`config.mk`:
```
export PLATFORM = sky130hd
export DESIGN_NAME = ask_tx_ctrl
export DESIGN_NICKNAME = d
export VERILOG_FILES = /design/src/rtl/ask_tx_ctrl.sv
export SDC_FILE = /design/constraint.sdc
export NUM_CORES = 1
export LEC_CHECK = 0
export ABC_AREA = 1
export CAP_MARGIN = 20
export CORE_UTILIZATION = 55
export CTS_CLUSTER_SIZE = 28
export DETAILED_ROUTE_END_ITERATION = 10
export DONT_BUFFER_PORTS = 1
export GPL_TIMING_DRIVEN = 0
export PLACE_DENSITY = 0.66
export SLEW_MARGIN = 20
export SYNTH_ARGS = -nofsm -noshare
export SYNTH_HDL_FRONTEND = slang
export SYNTH_SLANG_ARGS = --single-unit
```
`constraint.sdc`:
```
create_clock -name clk -period 4.6 [get_ports clk]
set_input_delay 0.92 -clock clk [delete_from_list [all_inputs] [get_ports clk]]
set_output_delay 0.92 -clock clk [all_outputs]
set_load 0.005 [all_outputs]
```
`src/rtl/ask_tx_ctrl.sv`:
```
// ASK transmit framer: preamble (1,0,..), start bit 1, 8 data bits LSB first, stop bit 0.
// Every frame bit is held for a latched number of clk cycles and drives data_bit (carrier on/off).
module ask_tx_ctrl #(
    parameter int PRE_LEN  = 8,
    parameter int PERIOD_W = 16
) (
    input  logic                clk,
    input  logic                rst,
    input  logic [7:0]          tx_data,
    input  logic                tx_valid,
    output logic                tx_ready,
    input  logic [PERIOD_W-1:0] bit_period,
    output logic                data_bit,
    output logic                tx_active,
    output logic                tx_done
);
    localparam logic [2:0] IDLE     = 3'd0;
    localparam logic [2:0] PREAMBLE = 3'd1;
    localparam logic [2:0] START    = 3'd2;
    localparam logic [2:0] DATA     = 3'd3;
    localparam logic [2:0] STOP     = 3'd4;

    localparam logic [PERIOD_W-1:0] ONE      = {{(PERIOD_W-1){1'b0}}, 1'b1};
    localparam logic [3:0]          PRE_LAST = (PRE_LEN == 0) ? 4'd0 : 4'(PRE_LEN - 1);
    localparam logic [2:0]          FIRST    = (PRE_LEN == 0) ? START : PREAMBLE;

    logic [2:0]          state;
    logic [PERIOD_W-1:0] cnt;
    logic [PERIOD_W-1:0] per;
    logic [7:0]          data_q;
    logic [3:0]          pre_idx;
    logic [2:0]          bit_idx;
    logic                bit_end;

    // Gated with rst so the requester never sees a ready that the reset would override.
    assign tx_ready = (state == IDLE) && !rst;
    assign bit_end  = (cnt == per - ONE);

    always_ff @(posedge clk) begin
        if (rst) begin
            state     <= IDLE;
            cnt       <= '0;
            per       <= '0;
            data_q    <= '0;
            pre_idx   <= '0;
            bit_idx   <= '0;
            data_bit  <= 1'b0;
            tx_active <= 1'b0;
            tx_done   <= 1'b0;
        end else begin
            tx_done <= 1'b0;
            if (state == IDLE) begin
                if (tx_valid) begin
                    // Both the first preamble bit and the start bit are 1.
                    per       <= (bit_period == '0) ? ONE : bit_period;
                    data_q    <= tx_data;
                    cnt       <= '0;
                    pre_idx   <= '0;
                    bit_idx   <= '0;
                    data_bit  <= 1'b1;
                    tx_active <= 1'b1;
                    state     <= FIRST;
                end
            end else if (!bit_end) begin
                cnt <= cnt + ONE;
            end else begin
                cnt <= '0;
                case (state)
                    PREAMBLE: begin
                        if (pre_idx == PRE_LAST) begin
                            state    <= START;
                            data_bit <= 1'b1;
                        end else begin
                            pre_idx  <= pre_idx + 4'd1;
                            data_bit <= pre_idx[0];  // next index even -> 1
                        end
                    end
                    START: begin
                        state    <= DATA;
                        data_bit <= data_q[0];
                    end
                    DATA: begin
                        if (bit_idx == 3'd7) begin
                            state    <= STOP;
                            data_bit <= 1'b0;
                        end else begin
                            bit_idx  <= bit_idx + 3'd1;
                            data_bit <= data_q[bit_idx + 3'd1];
                        end
                    end
                    STOP: begin
                        state     <= IDLE;
                        data_bit  <= 1'b0;
                        tx_active <= 1'b0;
                        tx_done   <= 1'b1;
                    end
                    default: begin
                        state     <= IDLE;
                        data_bit  <= 1'b0;
                        tx_active <= 1'b0;
                    end
                endcase
            end
        end
    end
endmodule

```
# ---- Word level (Yosys, flattened, before mapping)
# Index checks and enable logic that the tools add are counted.
dict set report word_totals {
  output_inout_bits 4
  register_bits 53
}
dict set report classes {
  n_mux 32
  n_reduce_logical 15
  n_eq_ne 13
  n_lt_le_gt_ge 1
  n_bitwise 1
  add_sub_neg 4
}
# operator count
set ops {}
lappend ops {{2-to-1 mux 16 bit} 4}
lappend ops {{2-to-1 mux 3 bit} 10}
lappend ops {{2-to-1 mux 4 bit} 5}
lappend ops {{adder 16 x 1 -> 16 bit (second input constant)} 1}
lappend ops {{equality test 16 bit} 1}
lappend ops {{logical NOT 16 bit} 1}
lappend ops {{subtractor 16 x 1 -> 16 bit (second input constant)} 1}
lappend ops {{AND reduction 4 bit} 3}
lappend ops {{2-to-1 mux 1 bit} 10}
lappend ops {{one-hot mux 3 bit (3 select lines)} 1}
lappend ops {{equality test 3 x 2 -> 1 bit (second input constant)} 2}
lappend ops {{equality test 3 bit (second input constant)} 2}
lappend ops {{!= test 2 bit (second input constant)} 3}
lappend ops {{!= test 3 bit (second input constant)} 2}
lappend ops {{nonzero test 2 bit} 3}
lappend ops {{OR reduction 3 bit} 2}
lappend ops {{adder 4 x 1 -> 4 bit (second input constant)} 1}
lappend ops {{equality test 4 x 3 -> 1 bit (second input constant)} 1}
lappend ops {{less-than comparator 3 x 4 -> 1 bit (second input constant)} 1}
lappend ops {{AND reduction 2 bit} 2}
lappend ops {{adder 3 x 1 -> 3 bit (second input constant)} 1}
lappend ops {{binary-select mux 1 bit (select 3 bit)} 1}
lappend ops {{equality test 3 x 1 -> 1 bit (second input constant)} 1}
lappend ops {{logical NOT 3 bit} 1}
lappend ops {{other kinds (6)} 6}

# ---- Longest topological paths before layout
dict set report logic_depth {
  ltp_word 7
  ltp_mapped 17
  mapped_depth_nobuf 17
}

# ---- Worst setup path before layout
# No wires, ideal clock.
dict set report synth_timing {
  path_kind {input-to-output}
  from {input port rst}
  to {output port tx_ready}
  stages 2
  t_arrival_ns 1.256
  setup_slack_ns 2.424
  path_buffers 1
  cell_sequence {clkbuf_1 > nor2_1}
}
dict set report synth_between {
  elab_chain_cells 2
}
# item line
set synth_lines {}
lappend synth_lines {{from (decl)} 8} ;# input logic rst,
lappend synth_lines {{logical NOT 1 bit} 36} ;# assign tx_ready = (state == IDLE) && !rst;
lappend synth_lines {{logical AND 1 bit} 36}
lappend synth_lines {{to (decl)} 11} ;# output logic tx_ready,
# No other way between the ends.

# ---- Final worst setup path
dict set report layout_timing {
  from {register state[0]}
  to {output port tx_ready}
}
dict set report layout_between {
  elab_chain_cells 2
}
# item line
set layout_lines {}
lappend layout_lines {{from (decl)} 27} ;# logic [2:0] state;
lappend layout_lines {{from (signal assigned)} 41} ;# state <= IDLE;
lappend layout_lines {{from (signal assigned)} 62} ;# state <= FIRST;
lappend layout_lines {{from (signal assigned)} 71} ;# state <= START;
lappend layout_lines {{logical NOT 3 bit} 36}
lappend layout_lines {{logical AND 1 bit} 36}
# No other way between the ends.

==> results.sh <==
export IMPL_drt_total_wl_um=7785
export IMPL_hold_depth=2
export IMPL_start_util_pct=58.07
export IMPL_fp_dieArea_um2=6196
export IMPL_worstSetupPathType="reg2out"
export IMPL_combPwrFrac_pct=53.1
export IMPL_antenna_found_initial=0
export IMPL_mappedNetlistNets=531
export IMPL_pwr_share_clk_pct=16.0
export IMPL_rr_worst_depth=16
export IMPL_place_port_buffers=0
export IMPL_worstReg2RegEnd="cnt[13]"
export IMPL_cts_hold_buffers_added=0
export IMPL_cts_resized=0
export IMPL_critical_path_required_ns=3.68
export IMPL_synth_yosys_seq_area_share_pct=32.78
export IMPL_hold_class="reg2reg"
export IMPL_fp_coreArea_um2=5574
export IMPL_num_rows=27
export IMPL_synth_distinct_cells=39
export IMPL_cp_end_kind="primary output"
export IMPL_drc=0
export IMPL_holdPathEnd="data_q[3]"
export IMPL_viasPerCell=5.285
export IMPL_clk_path_buf_depth=2
export IMPL_io_pins=31
export IMPL_arrival_ns=1.69
export IMPL_die_x_um=78.72
export IMPL_cpPeakStageDelay_ns=0.37
export IMPL_clk_pin_slew_ns=0.10
export IMPL_leakage_uw=0.001511
export IMPL_drtPass1Iterations=4
export IMPL_synth_area_leader_cell="dfxtp_1"
export IMPL_antenna_left=0
export IMPL_avgSynthCellArea_um2=6.487
export IMPL_r2r_start="per[0]"
export IMPL_cts_tree="yes"
export IMPL_swShare_pct=46.65
export IMPL_hold_viol=0
export IMPL_relSlewSlack_pct=62.90
export IMPL_clkLatencyLatePin_ns=0.30
export IMPL_power_density_nw_per_um2=600.9
export IMPL_wire_per_inst_um=13.45
export IMPL_grt_pass1_vias=2884
export IMPL_tightest_slew_ns=0.5566
export IMPL_synthTopCellsByCount="142 x nand2_1, 53 x dfxtp_1, 52 x nor2_1"
export IMPL_hp_start="data_q[3]"
export IMPL_gp_congestion=0.8760
export IMPL_synth_edff_count=0
export IMPL_place_area_um2=3327
export IMPL_numCtsBuffers=5
export IMPL_switchingPower_uw=966.3
export IMPL_yosysWarnings=0
export IMPL_status="completed"
export IMPL_reg2reg_slack_ns=2.25
export IMPL_grt_max_degree=17
export IMPL_yosysMostFrequentCell="nand2_1"
export IMPL_cts_sinks=53
export IMPL_antenna_cells=0
export IMPL_cp_slowest_cell="clkbuf_1"
export IMPL_grt_setup_unrepaired="no"
export IMPL_drive_gt1_share_pct=6.312
export IMPL_timing_fmax_ghz=0.3828
export IMPL_syn_area_um2=3237
export IMPL_crit_chain="clkbuf_1 > nor2_1 > inv_1 > clkbuf_1 > nor2_1"
export IMPL_maxCapViolCount=0
export IMPL_layout_min_cycle_time_ns=2.613
export IMPL_htreeDepth=2
export IMPL_fin_skew_ns=0.006334
export IMPL_synthCells=499
export IMPL_fillers=544
export IMPL_grtUsageTotal_pct=27.36
export IMPL_gr_total_overflow=0
export IMPL_cts_root_buf="clkbuf_8"
export IMPL_synth_top_area_share_pct=32.78
export IMPL_period_share_pct=56.79
export IMPL_p_int_uw=1105
export IMPL_seqPwrFrac_pct=30.9
export IMPL_postCtsSetupRepairBufs=0
export IMPL_dr_first_iter_drc_count=122
export IMPL_vias=3060
export IMPL_place_hpwl_um=6149
export IMPL_tns_ns=0
export IMPL_setup_violations=0
export IMPL_syn_to_final_growth_pct=6.494
export IMPL_yosys_top_cells_area="dfxtp_1 33%, nand2_1 16%, nand3_1 7.6%, nor2_1 6.0%, inv_1 5.1%"
export IMPL_critPathLaunchType="flip-flop"
export IMPL_crit_fanout=10
export IMPL_finalMaxSlewViolations=0
export IMPL_synth_top_flop_cell="dfxtp_1"
export IMPL_grt_pass1_wl_um=13280
export IMPL_die_h_um=78.72
export IMPL_synth_seq_cells=53
export IMPL_ir_worst_vdd_uv=361.2
export IMPL_synth_async_reset_ratio_pct=0
export IMPL_fin_nets=538
export IMPL_fin_area_um2=3447
metrics by stage:
step,cells,worst slack (ns),total power (uW),hold slack (ns),util (%)
finish,579,1.987,2071,0.4721,61.84
global route,579,1.830,2273,0.4985,61.84
CTS,579,1.984,2072,0.4768,61.84
detailed placement,571,2.236,1738,0.4611,59.69
global placement,571,2.267,1722,0.4575,59.69
floorplan,499,2.424,1511,0.4467,-
worst max path at each step:
stage	startpoint	end	slack (ns)	depth (start not counted)
finish	state[0]	tx_ready	1.99	5
global route	state[0]	tx_ready	1.83	5
CTS	state[0]	tx_ready	1.98	5
detailed placement	rst	per[6]	2.24	5
global placement	rst	tx_ready	2.27	2
floorplan	rst	tx_ready	2.42	2
placed cells by master (no fill, tap or decap), types with 5 or more instances in the layout:
master    count
a21oi_1      32
clkbuf_1     10
clkbuf_8      6
dfxtp_1      53
ha_1          5
inv_1        44
nand2_1     142
nand3_1      49
nand3b_1      8
nand4_1       8
nor2_1       52
nor2_2        7
nor4_1        6
o21ai_0      24
xnor2_1       5
xor2_1       18
power by group through the flow:
stage / clock [uW] / combinational (uW) / sequential (uW)
3_3_place_gp: 0 / 1070 / 649
6_report: 332 / 1100 / 640
4_1_cts: 339 / 1090 / 638
3_5_place_dp: 0 / 1090 / 648
2_1_floorplan: 0 / 884 / 628
5_1_grt: 359 / 1260 / 652
worst max-delay path: cells and delay by family (launching register included):
kind | cells | cell delay [ns]
buffers and inverters | 3 | 0.81
DFF | 1 | 0.32
and+or+nand+nor | 2 | 0.26
state kept, by name (all words and copies together), names as in the netlist:
register,flops
bit_idx,3
cnt,16
data_bit,1
data_q,8
per,16
pre_idx,4
state,3
tx_active,1
tx_done,1
area by class of cell:
cell class	count	area, um^2	share of cell area (%)
clock buffers	6	82.58	2.396
plain buffers	15	75.07	2.178
clock inverters	2	37.54	1.089
multi-input cells	383	1921	55.72
inverters	48	180.2	5.227
flip-flops and latches	53	1061	30.78
well taps	72	90.09	2.613
metal layers:
layer | up-vias | track usage, % | routed length [um]
li1 | 1632 | - | -
met4 | 0 | 7.222 | 78
met1 | 1362 | 34.17 | 3610
met5 | - | 0 | 0
met2 | 59 | 48.09 | 3757
met3 | 7 | 4.943 | 339
cells by family after synthesis:
kind of cell,share of synthesized area [%]
simple gates,40.43
compound gates,10.75
buf+inv,7.886
flops,32.78
xor+xnor,6.223
fa+ha+maj,1.933
No activity file was read; power rests on OpenSTA's default activity.
